File: src/rtl/commit_pkg.sv
// Shared types for the commit tracker: FSM states, trap opcode default, commit record.
// Latency: n/a (types and constants only).
// Backpressure: n/a.
package commit_pkg;

  typedef enum logic {
    ST_RUN,
    ST_TRAPPED
  } state_e;

  localparam logic [6:0] TRAP_OPCODE_DEF = 7'h6b;

  // Record fields are sized for the widest supported XLEN; narrower builds
  // use the low bits of pc/wdata.
  localparam int CM_XLEN = 64;

  typedef struct packed {
    logic [CM_XLEN-1:0] pc;
    logic [31:0]        inst;
    logic               wen;
    logic [4:0]         wdest;
    logic [CM_XLEN-1:0] wdata;
    logic               skip;
  } commit_rec_t;

endpackage

File: src/rtl/commit_mask_pcnt.sv
// Masks retirements younger than the oldest trap hit; popcount and highest surviving channel.
// Latency: purely combinational.
// Backpressure: none.
// Ports: valid/hit per channel in; unmasked vector, its popcount and the highest
// unmasked channel index out (index is 0 when nothing survives).
module commit_mask_pcnt #(
  parameter int N  = 2,
  parameter int CW = $clog2(N + 1),
  parameter int IW = (N > 1) ? $clog2(N) : 1
) (
  input  logic [N-1:0]  valid,
  input  logic [N-1:0]  hit,
  output logic [N-1:0]  unmasked,
  output logic [CW-1:0] count,
  output logic [IW-1:0] hi_idx
);

  logic blocked;

  always_comb begin
    unmasked = '0;
    count    = '0;
    hi_idx   = '0;
    blocked  = 1'b0;
    for (int i = 0; i < N; i++) begin
      if (valid[i] && !blocked) begin
        unmasked[i] = 1'b1;
        count       = count + CW'(1);
        hi_idx      = IW'(i);
      end
      // Everything younger than the first trap hit is dropped.
      if (valid[i] && hit[i]) begin
        blocked = 1'b1;
      end
    end
  end

endmodule

File: src/rtl/commit_tracker.sv
// Registers up to NCOMMIT retirements per cycle, masks after a trap, keeps counters and a sticky trap.
// Latency: 1 cycle from in_* to cmt_*, trap_* and counters.
// Backpressure: none; inputs are sampled every RUN cycle and ignored once TRAPPED.
// Ports: clock/reset (sync, active-high); in_* per-channel retire info, channel i at
// [i*W +: W], channel 0 oldest; in_a0 supplies the trap code; cmt_* registered commits;
// trap/trap_code/trap_pc sticky trap info; cycle_cnt/instr_cnt 64-bit wrapping counters.
// Build option: COMMIT_WATCHDOG_EN adds an idle watchdog that traps with WDT_CODE.
module commit_tracker
  import commit_pkg::*;
#(
  parameter int          NCOMMIT     = 2,
  parameter int          XLEN        = 64,
  parameter logic [6:0]  TRAP_OPCODE = TRAP_OPCODE_DEF,
  parameter int unsigned WDT_CYCLES  = 4096,
  parameter logic [7:0]  WDT_CODE    = 8'hff
) (
  input  logic                    clock,
  input  logic                    reset,
  input  logic [NCOMMIT-1:0]      in_valid,
  input  logic [NCOMMIT*XLEN-1:0] in_pc,
  input  logic [NCOMMIT*32-1:0]   in_inst,
  input  logic [NCOMMIT-1:0]      in_wen,
  input  logic [NCOMMIT*5-1:0]    in_wdest,
  input  logic [NCOMMIT*XLEN-1:0] in_wdata,
  input  logic [NCOMMIT-1:0]      in_skip,
  input  logic [XLEN-1:0]         in_a0,
  output logic [NCOMMIT-1:0]      cmt_valid,
  output logic [NCOMMIT*XLEN-1:0] cmt_pc,
  output logic [NCOMMIT*32-1:0]   cmt_inst,
  output logic [NCOMMIT-1:0]      cmt_wen,
  output logic [NCOMMIT*8-1:0]    cmt_wdest,
  output logic [NCOMMIT*XLEN-1:0] cmt_wdata,
  output logic [NCOMMIT-1:0]      cmt_skip,
  output logic                    trap,
  output logic [7:0]              trap_code,
  output logic [XLEN-1:0]         trap_pc,
  output logic [63:0]             cycle_cnt,
  output logic [63:0]             instr_cnt
);

  localparam int CW = $clog2(NCOMMIT + 1);
  localparam int IW = (NCOMMIT > 1) ? $clog2(NCOMMIT) : 1;

  state_e              state_q, state_d;
  logic [NCOMMIT-1:0]  hit;
  logic [NCOMMIT-1:0]  unmasked;
  logic [CW-1:0]       pcnt;
  logic [IW-1:0]       hi_idx;
  logic [XLEN-1:0]     pc_sel;
  logic                trap_take;
  logic                wdt_fire;
  commit_rec_t         rec_in [NCOMMIT];
  commit_rec_t         cmt_q  [NCOMMIT];

  always_comb begin
    hit = '0;
    for (int i = 0; i < NCOMMIT; i++) begin
      hit[i] = in_valid[i] && (in_inst[i*32 +: 7] == TRAP_OPCODE);
    end
  end

  commit_mask_pcnt #(.N(NCOMMIT), .CW(CW), .IW(IW)) u_mask (
    .valid    (in_valid),
    .hit      (hit),
    .unmasked (unmasked),
    .count    (pcnt),
    .hi_idx   (hi_idx)
  );

  // On a trap cycle the trap channel is by construction the highest survivor,
  // so one mux serves both trap_pc and the last-committed PC.
  assign pc_sel = in_pc[int'(hi_idx)*XLEN +: XLEN];

  always_comb begin
    for (int i = 0; i < NCOMMIT; i++) begin
      rec_in[i]       = '0;
      rec_in[i].pc    = CM_XLEN'(in_pc[i*XLEN +: XLEN]);
      rec_in[i].inst  = in_inst[i*32 +: 32];
      rec_in[i].wen   = in_wen[i] && (in_wdest[i*5 +: 5] != 5'd0);
      rec_in[i].wdest = in_wdest[i*5 +: 5];
      rec_in[i].wdata = CM_XLEN'(in_wdata[i*XLEN +: XLEN]);
      rec_in[i].skip  = in_skip[i];
    end
  end

`ifdef COMMIT_WATCHDOG_EN
  logic [31:0]     idle_q;
  logic [XLEN-1:0] last_pc_q;

  assign wdt_fire = (state_q == ST_RUN) && (unmasked == '0) &&
                    (idle_q == 32'(WDT_CYCLES - 1));

  always_ff @(posedge clock) begin
    if (reset) begin
      idle_q    <= '0;
      last_pc_q <= '0;
    end else begin
      if (state_d != ST_RUN || unmasked != '0) begin
        idle_q <= '0;
      end else begin
        idle_q <= idle_q + 32'd1;
      end
      if (state_q == ST_RUN && unmasked != '0) begin
        last_pc_q <= pc_sel;
      end
    end
  end
`else
  assign wdt_fire = 1'b0;

  // Only used by the watchdog build.
  logic unused_wdt;
  assign unused_wdt = ^{WDT_CODE, 32'(WDT_CYCLES)};
`endif

  logic unused_a0;
  assign unused_a0 = ^in_a0;

  // FSM: next state
  always_comb begin
    state_d   = state_q;
    trap_take = 1'b0;
    if (state_q == ST_RUN) begin
      if (hit != '0) begin
        state_d   = ST_TRAPPED;
        trap_take = 1'b1;
      end else if (wdt_fire) begin
        state_d = ST_TRAPPED;
      end
    end
  end

  always_ff @(posedge clock) begin
    if (reset) begin
      state_q <= ST_RUN;
    end else begin
      state_q <= state_d;
    end
  end

  always_ff @(posedge clock) begin
    if (reset) begin
      cmt_valid <= '0;
      for (int i = 0; i < NCOMMIT; i++) begin
        cmt_q[i] <= '0;
      end
      trap      <= 1'b0;
      trap_code <= '0;
      trap_pc   <= '0;
      cycle_cnt <= '0;
      instr_cnt <= '0;
    end else if (state_q == ST_RUN) begin
      cmt_valid <= unmasked;
      for (int i = 0; i < NCOMMIT; i++) begin
        cmt_q[i] <= rec_in[i];
      end
      cycle_cnt <= cycle_cnt + 64'd1;
      instr_cnt <= instr_cnt + 64'(pcnt);
      if (trap_take) begin
        trap      <= 1'b1;
        trap_code <= in_a0[7:0];
        trap_pc   <= pc_sel;
      end
`ifdef COMMIT_WATCHDOG_EN
      else if (wdt_fire) begin
        trap      <= 1'b1;
        trap_code <= WDT_CODE;
        trap_pc   <= last_pc_q;
      end
`endif
    end else begin
      cmt_valid <= '0;
    end
  end

  for (genvar g = 0; g < NCOMMIT; g++) begin : g_out
    assign cmt_pc[g*XLEN +: XLEN]   = cmt_q[g].pc[XLEN-1:0];
    assign cmt_inst[g*32 +: 32]     = cmt_q[g].inst;
    assign cmt_wen[g]               = cmt_q[g].wen;
    assign cmt_wdest[g*8 +: 8]      = {3'b000, cmt_q[g].wdest};
    assign cmt_wdata[g*XLEN +: XLEN] = cmt_q[g].wdata[XLEN-1:0];
    assign cmt_skip[g]              = cmt_q[g].skip;
  end

endmodule

File: config.mk
export PLATFORM = sky130hd
export DESIGN_NAME = commit_tracker
export DESIGN_NICKNAME = d
export VERILOG_FILES = /design/src/rtl/commit_pkg.sv /design/src/rtl/commit_mask_pcnt.sv /design/src/rtl/commit_tracker.sv
export SDC_FILE = /design/constraint.sdc
export NUM_CORES = 1
export LEC_CHECK = 0
export ABC_CLOCK_PERIOD_IN_PS = 34100
export CORE_AREA = 4 4 367 369
export CTS_CLUSTER_SIZE = 12
export DETAILED_ROUTE_END_ITERATION = 8
export DIE_AREA = 0 0 371 373
export HOLD_SLACK_MARGIN = 0.15
export PLACE_DENSITY = 0.48
export SLEW_MARGIN = 20
export SYNTH_ARGS = -nofsm -noshare
export SYNTH_HDL_FRONTEND = slang
export SYNTH_SLANG_ARGS = --single-unit
File: constraint.sdc
create_clock -name clock -period 34.1 [get_ports clock]
set_input_delay 10.23 -clock clock [delete_from_list [all_inputs] [get_ports clock]]
set_output_delay 10.23 -clock clock [all_outputs]
set_load 0.02 [all_outputs]
==> results of run 1 <==
==> layout make-up <==
| cell class | count | area (µm²) | share of cell area (%) |
|---|---|---|---|
| Antenna cell | 6 | 15.0 | 0.0431 |
| Timing Repair Buffer | 901 | 9010 | 25.9 |
| Multi-Input combinational cell | 1142 | 7130 | 20.5 |
| Sequential cell | 538 | 14100 | 40.5 |
| Clock inverter | 40 | 412 | 1.18 |
| Tap cell | 1755 | 2200 | 6.31 |
| Clock buffer | 89 | 1890 | 5.44 |
| Inverter | 14 | 52.6 | 0.151 |
==> cells by family (layout without fill, tap and decap cells) <==
family,Yosys count,in the layout
simple gates,804,804
flops,538,538
other cells,1,12
buf+inv,115,1044
fa+ha+maj,5,5
compound gates,188,188
xor+xnor,65,65
mux,74,74
==> final timing paths <==
check / start / to / slack [ps] / cells after the start
worst max-delay path: in_valid[0] / instr_cnt[57] / 19420 / 13
worst min-delay path: instr_cnt[63] / instr_cnt[63] / 480 / 2
worst max register to register: state_q / cmt_q[0][322] / 30620 / 5
worst min register to register: instr_cnt[63] / instr_cnt[63] / 480 / 2
==> synth_stat cells, types with 19 or more instances <==
cell        n  area share (%)
and2_1    343             9.9
edfxtp_1  334              46
dfxtp_1   204              19
nor2_1    160             2.8
clkbuf_1   85             1.5
mux2i_1    74             3.4
a211oi_1   64             2.2
a21oi_1    63             1.5
nand4_1    61             1.8
nand2_1    56            0.97
xor2_1     46             1.9
or3_1      44             1.3
o21ai_0    40            0.92
nand3_1    35            0.81
nor4_1     21            0.61
or4_1      19            0.66
xnor2_1    19            0.77
==> power by group <==
| part | total (mW) | leakage [nW] | switching, mW | internal (mW) |
|---|---|---|---|---|
| clock | 0.750 | 1.13 | 0.308 | 0.442 |
| sequential | 0.724 | 5.51 | 0.00838 | 0.716 |
| combinational | 0.181 | 5.53 | 0.0891 | 0.0922 |
| total | 1.66 | 12.2 | 0.406 | 1.25 |
==> layer usage <==
| layer | up-vias | share of wire (%) |
|---|---|---|
| met2 | 666 | 51 |
| met4 | 4 | 2.2 |
| met1 | 8418 | 38 |
| met3 | 175 | 9.5 |
| met5 | - | 0.026 |
| li1 | 8208 | - |
==> layout by cell type (no fill, tap or decap), drive strengths merged, types with 20 or more instances in the layout <==
cell / synthesis / layout
clkinv: 0 / 28
xor2: 46 / 46
and2: 343 / 343
nand2: 56 / 56
nor2: 160 / 160
nand3: 36 / 36
a21oi: 63 / 63
clkbuf: 85 / 90
edfxtp: 334 / 334
dfxtp: 204 / 204
o21ai: 40 / 40
or3: 44 / 44
a211oi: 64 / 64
mux2i: 74 / 74
or4: 20 / 20
clkdlybuf4s50: 0 / 881
nor4: 21 / 21
nand4: 62 / 62
==> critical path: stages <==
cell and delay, ps:
clkdlybuf4s50_1 470, buf_4 210, nand2_1 70, or4b_2 810
nand2_4 540, inv_1 110, ha_1 220, ha_1 270
a21oi_1 200, nor4_1 620, nand4_1 600, or4_1 690
a21oi_1 140
==> sequential cells by signal, indices dropped and copies added (netlist names) <==
| signal | flops |
|---|---|
| cycle_cnt | 64 |
| cmt_q | 334 |
| state_q | 1 |
| trap | 1 |
| cmt_valid | 2 |
| trap_code | 8 |
| instr_cnt | 64 |
| trap_pc | 64 |
==> impl_metrics.csv, run 1 <==
group,metric,value,unit
status,status,"completed",
cells_and_area,final_area,34800,µm²
yosys,postSynthCellCount,1790,
sta,max_freq,68.1,MHz
worst_setup_path,critPathKind,"input port to flip-flop",
detailed_routing,totalWireLength,102,mm
pwr,powerDensity,47.6,nW/µm²
cells_and_area,finalNonFillerCells,4485,
cells_and_area,nFillCells,13900,
yosys,yosys_warnings,0,
yosys,synth_top_family_by_area,"simple AND/OR/NAND/NOR gates",
die,die-area,138000,µm²
sta,grt_setup_unrepaired,"no",
detailed_routing,wl_per_cell,22.7,µm
yosys,synth_compound_area_share,5.36,%
grt,antenna_found_initial,45,
clock_tree,cts_buffer_depth,3,
detailed_routing,via_count,17500,
grt,track_usage,14.1,%
worst_setup_path,critical_path_arrival,15240,ps
die,dieHeight,373,µm
clock_tree,clock-sinks,538,
yosys,synth_mux_area_share,3.42,%
cells_and_area,nets,3075,
die,start_util,16.5,%
detailed_routing,drt_iter0_drc,891,
sta,skew,21.5,ps
grt,gr-usage-met1,15.3,%
yosys,netlist_area,21700,µm²
detailed_routing,ant_nets,0,
sta,final.setup.tns,0,ps
yosys,synth_edf_count,334,
clock_tree,clock_latency,640,ps
clock_tree,htreeDepth,3,
place,place_inst,4349,
cells_and_area,layout-drive-gt1-share,5.18,%
place,hpwl,78.6,mm
grt,grt_first_pass_wirelength,139,mm
clock_tree,cts_hold_buf,0,
sta,finalHoldViolations,0,
worst_setup_path,path_max_fanout,25,
pwr,vdd_drop_max,0.0354,mV
hold_path,hold_class,"flip-flop to flip-flop",
clock_tree,cts_root_buf,"clkbuf_16",
sta,tightest_slew,1200,ps
yosys,synthSimpleGateAreaFrac,20.9,%
clock_tree,clkTransAtPathRegs,60,ps
clock_tree,cts_setup_buffers,0,
die,fp.dieW,371,µm
place,place_ws,18690,ps
place,dpl-instance-area,32500,µm²
cells_and_area,area_delta_synth_final,60.8,%
cells_and_area,finish.utilization,26.6,%
yosys,ys_seq_area_share,65.2,%
sta,slew_viol_final,0,
yosys,syn_area_per_cell,12.1,µm²
die,pin_count,945,
sta,relSlewSlack,19.8,%
sta,fin_ws,19420,ps
flow_run,cap_violations,0,
grt,use_met3,5.97,%
clock_tree,cts_buffers,71,
sta,finalSetupViolCount,0,
grt,grt_overflow,0,
worst_setup_path,required,34660,ps
detailed_routing,via_per_inst,3.90,
yosys,synth-xor-area-share,2.63,%
die,rows,133,
grt,grt_pass1_vias,17500,
clock_tree,tritoncts,"done",
yosys,ys.flop_type,"edfxtp_1",
yosys,ys_ff_latch,538,
yosys,synth_cell_types,45,
clock_tree,postCtsResizedCells,0,
sta,whs,478,ps
grt,grtUsageMet2,25.7,%
yosys,async_flop_share,0,%
place,routabilityCongestion,0.805,
pwr,leakage,12.2,nW
grt,grt_max_degree,227,
detailed_routing,drt_pass1_iterations,5,
place,numPortBuffers,882,
grt,grt_busiest_layer,"met2",
worst_setup_path,start_kind,"input port",
yosys,synth_adder_area_share,0.324,%
worst_setup_path,end_kind,"flip-flop",
die,design.core.area,131000,µm²
pwr,power,1.66,mW
sta,period_needed,14680,ps
detailed_routing,drc,0,
sta,fin_crit_sh,43.1,%
Power figures use the tool's default switching activity.
==> run 2: changes to the inputs <==
--- a/config.mk
+++ b/config.mk
@@ -5,13 +5,13 @@
 export SDC_FILE = /design/constraint.sdc
 export NUM_CORES = 1
 export LEC_CHECK = 0
-export ABC_CLOCK_PERIOD_IN_PS = 34100
+export ABC_CLOCK_PERIOD_IN_PS = 12900
 export CORE_AREA = 4 4 367 369
 export CTS_CLUSTER_SIZE = 12
 export DETAILED_ROUTE_END_ITERATION = 8
 export DIE_AREA = 0 0 371 373
 export HOLD_SLACK_MARGIN = 0.15
-export PLACE_DENSITY = 0.48
+export PLACE_DENSITY = 0.5
 export SLEW_MARGIN = 20
 export SYNTH_ARGS = -nofsm -noshare
 export SYNTH_HDL_FRONTEND = slang
==> constraint.sdc (replaced) <==
create_clock -name clock -period 12.9 [get_ports clock]
set_input_delay 3.87 -clock clock [delete_from_list [all_inputs] [get_ports clock]]
set_output_delay 3.87 -clock clock [all_outputs]
set_load 0.02 [all_outputs]
==> impl_metrics.csv, run 2 (synthesized netlist as in run 1, its figures left out) <==
group,metric,value,unit
status,status,"completed",
sta,tightest_slew,987,ps
pwr,combPwrFrac,11.0,%
cells_and_area,final_common_cell,"clkdlybuf4s50_1",
pwr,p_int,3.28,mW
cells_and_area,final_cell_mix,"881 x clkdlybuf4s50_1, 343 x and2_1, 334 x edfxtp_1",
cells_and_area,area_delta_synth_final,60.8,%
detailed_routing,drt_pass1_iterations,5,
sta,fin_ws,4030,ps
place,routabilityCongestion,0.833,
pwr,vdd_drop_max,0.0977,mV
pwr,power,4.36,mW
worst_setup_path,end_kind,"flip-flop",
grt,track_usage,14.0,%
clock_tree,cts_buffer_depth,3,
clock_tree,clkTransAtPathRegs,60,ps
flow_run,cap_violations,0,
clock_tree,htreeDepth,3,
clock_tree,postCtsResizedCells,0,
grt,grt_first_pass_wirelength,138,mm
cells_and_area,largest_reg_flops,334,
sta,relSlewSlack,33.7,%
clock_tree,cts_setup_buffers,0,
die,die-area,138000,µm²
die,rows,133,
pwr,leakage,12.2,nW
detailed_routing,wl_per_cell,22.6,µm
worst_setup_path,r2r_end,"cycle_cnt[60]",
sta,finalHoldViolations,0,
sta,final.setup.tns,0,ps
sta,finalSetupViolCount,0,
pwr,p_seq_share,43.9,%
die,pin_count,945,
clock_tree,tritoncts,"done",
clock_tree,cts_buffers,70,
detailed_routing,ant_nets,0,
detailed_routing,drt_iter0_drc,789,
pwr,power_frac_clock,45.1,%
place,place_ws,3400,ps
sta,period_needed,8870,ps
cells_and_area,nFillCells,13900,
worst_setup_path,reg2reg_from,"state_q",
sta,slew_viol_final,0,
grt,grt_overflow,0,
die,fp.dieW,371,µm
die,dieHeight,373,µm
detailed_routing,via_count,17600,
hold_path,hold_depth,2,
detailed_routing,drc,0,
sta,max_freq,113,MHz
worst_setup_path,required,13460,ps
pwr,switching_share,24.8,%
clock_tree,cts_root_buf,"clkbuf_16",
clock_tree,cts_hold_buf,0,
cells_and_area,final_area,34800,µm²
grt,grt_pass1_vias,17500,
cells_and_area,layout-drive-gt1-share,5.14,%
cells_and_area,finish.utilization,26.6,%
sta,fin_crit_sh,68.8,%
place,hpwl,78.4,mm
worst_setup_path,critPathKind,"input port to flip-flop",
worst_setup_path,path_max_fanout,25,
die,design.core.area,131000,µm²
sta,skew,23.5,ps
clock_tree,clock_latency,650,ps
clock_tree,clock-sinks,538,
hold_path,hold_class,"flip-flop to flip-flop",
worst_setup_path,critical_path_arrival,9430,ps
die,start_util,16.5,%
worst_setup_path,reg2reg_slack,9470,ps
worst_setup_path,reg2reg_depth,6,
pwr,powerDensity,125,nW/µm²
hold_path,min-delay-start,"trap",
place,dpl-instance-area,32500,µm²
grt,grt_max_degree,233,
place,numPortBuffers,882,
detailed_routing,via_per_inst,3.91,
grt,antenna_found_initial,44,
pwr,p_sw,1.08,mW
worst_setup_path,start_kind,"input port",
cells_and_area,nets,3075,
cells_and_area,top_register,"cmt_q",
hold_path,whs_endpoint,"trap",
sta,grt_setup_unrepaired,"no",
detailed_routing,totalWireLength,101,mm
## run 2: cell types whose count changed in the layout (fill, tap and decap cells not counted)
cell	before	now
clkbuf_8	6	8
clkinv_2	13	10
bufinv_16	6	4
clkbuf_1	13	15
buf_12	1	2
clkinvlp_4	2	1
clkinv_4	2	0
clkinv_8	1	2
inv_6	3	6
diode_2	6	9
## run 2: cell type report
class / count / area, µm² / share of cell area (%)
antenna: 9 / 22.5 / 0.0647
clock buffer: 93 / 1930 / 5.54
clock inverter: 36 / 354 / 1.02
inverter: 14 / 52.6 / 0.151
multi-input combinational: 1142 / 7130 / 20.5
sequential: 538 / 14100 / 40.5
tap: 1755 / 2200 / 6.31
timing repair buffer: 902 / 9030 / 25.9
## run 2: worst max path at each step
stage	from	end	slack [ps]	cells after the start
floorplan	reset	cmt_q[0][0]	3750	3
CTS	in_valid[0]	instr_cnt[22]	4110	14
global placement	in_valid[0]	instr_cnt[22]	3390	14
detailed placement	in_valid[0]	instr_cnt[22]	3400	14
finish	in_valid[0]	instr_cnt[56]	4030	13
global route	in_valid[0]	instr_cnt[52]	3840	13
## run 2: power by group through the flow
stage	Combinational [mW]	Clock, mW	Sequential, mW
finish	0.480	1.97	1.92
global placement	0.488	0	1.95
CTS	0.489	2.06	1.92
floorplan	0.0892	0	2.04
detailed placement	0.487	0	1.95
global route	0.509	2.12	1.92
## run 2: worst max-delay path, stage by stage
cell and delay (ps):
clkdlybuf4s50_1 860, nand2_1 160, or4b_2 810, nand2_4 530
inv_1 100, ha_1 300, ha_1 160, inv_1 50
fa_1 440, nor3_1 830, nand4_1 510, or4_1 590
a21oi_1 150
## run 2: stage by stage
stage | cells | hold slack, ps
2_1_floorplan | 1795 | 551
3_3_place_gp | 4350 | 452
3_5_place_dp | 4350 | 471
4_1_cts | 4479 | 485
5_1_grt | 4486 | 517
6_report | 4489 | 485
## run 2: layer usage
layer	routed length, µm	up-vias	GRT usage, %
li1	-	8217	-
met1	38000	8501	15.3
met2	50500	654	24.7
met3	9570	166	5.94
met4	3070	12	4.22
met5	75	-	0
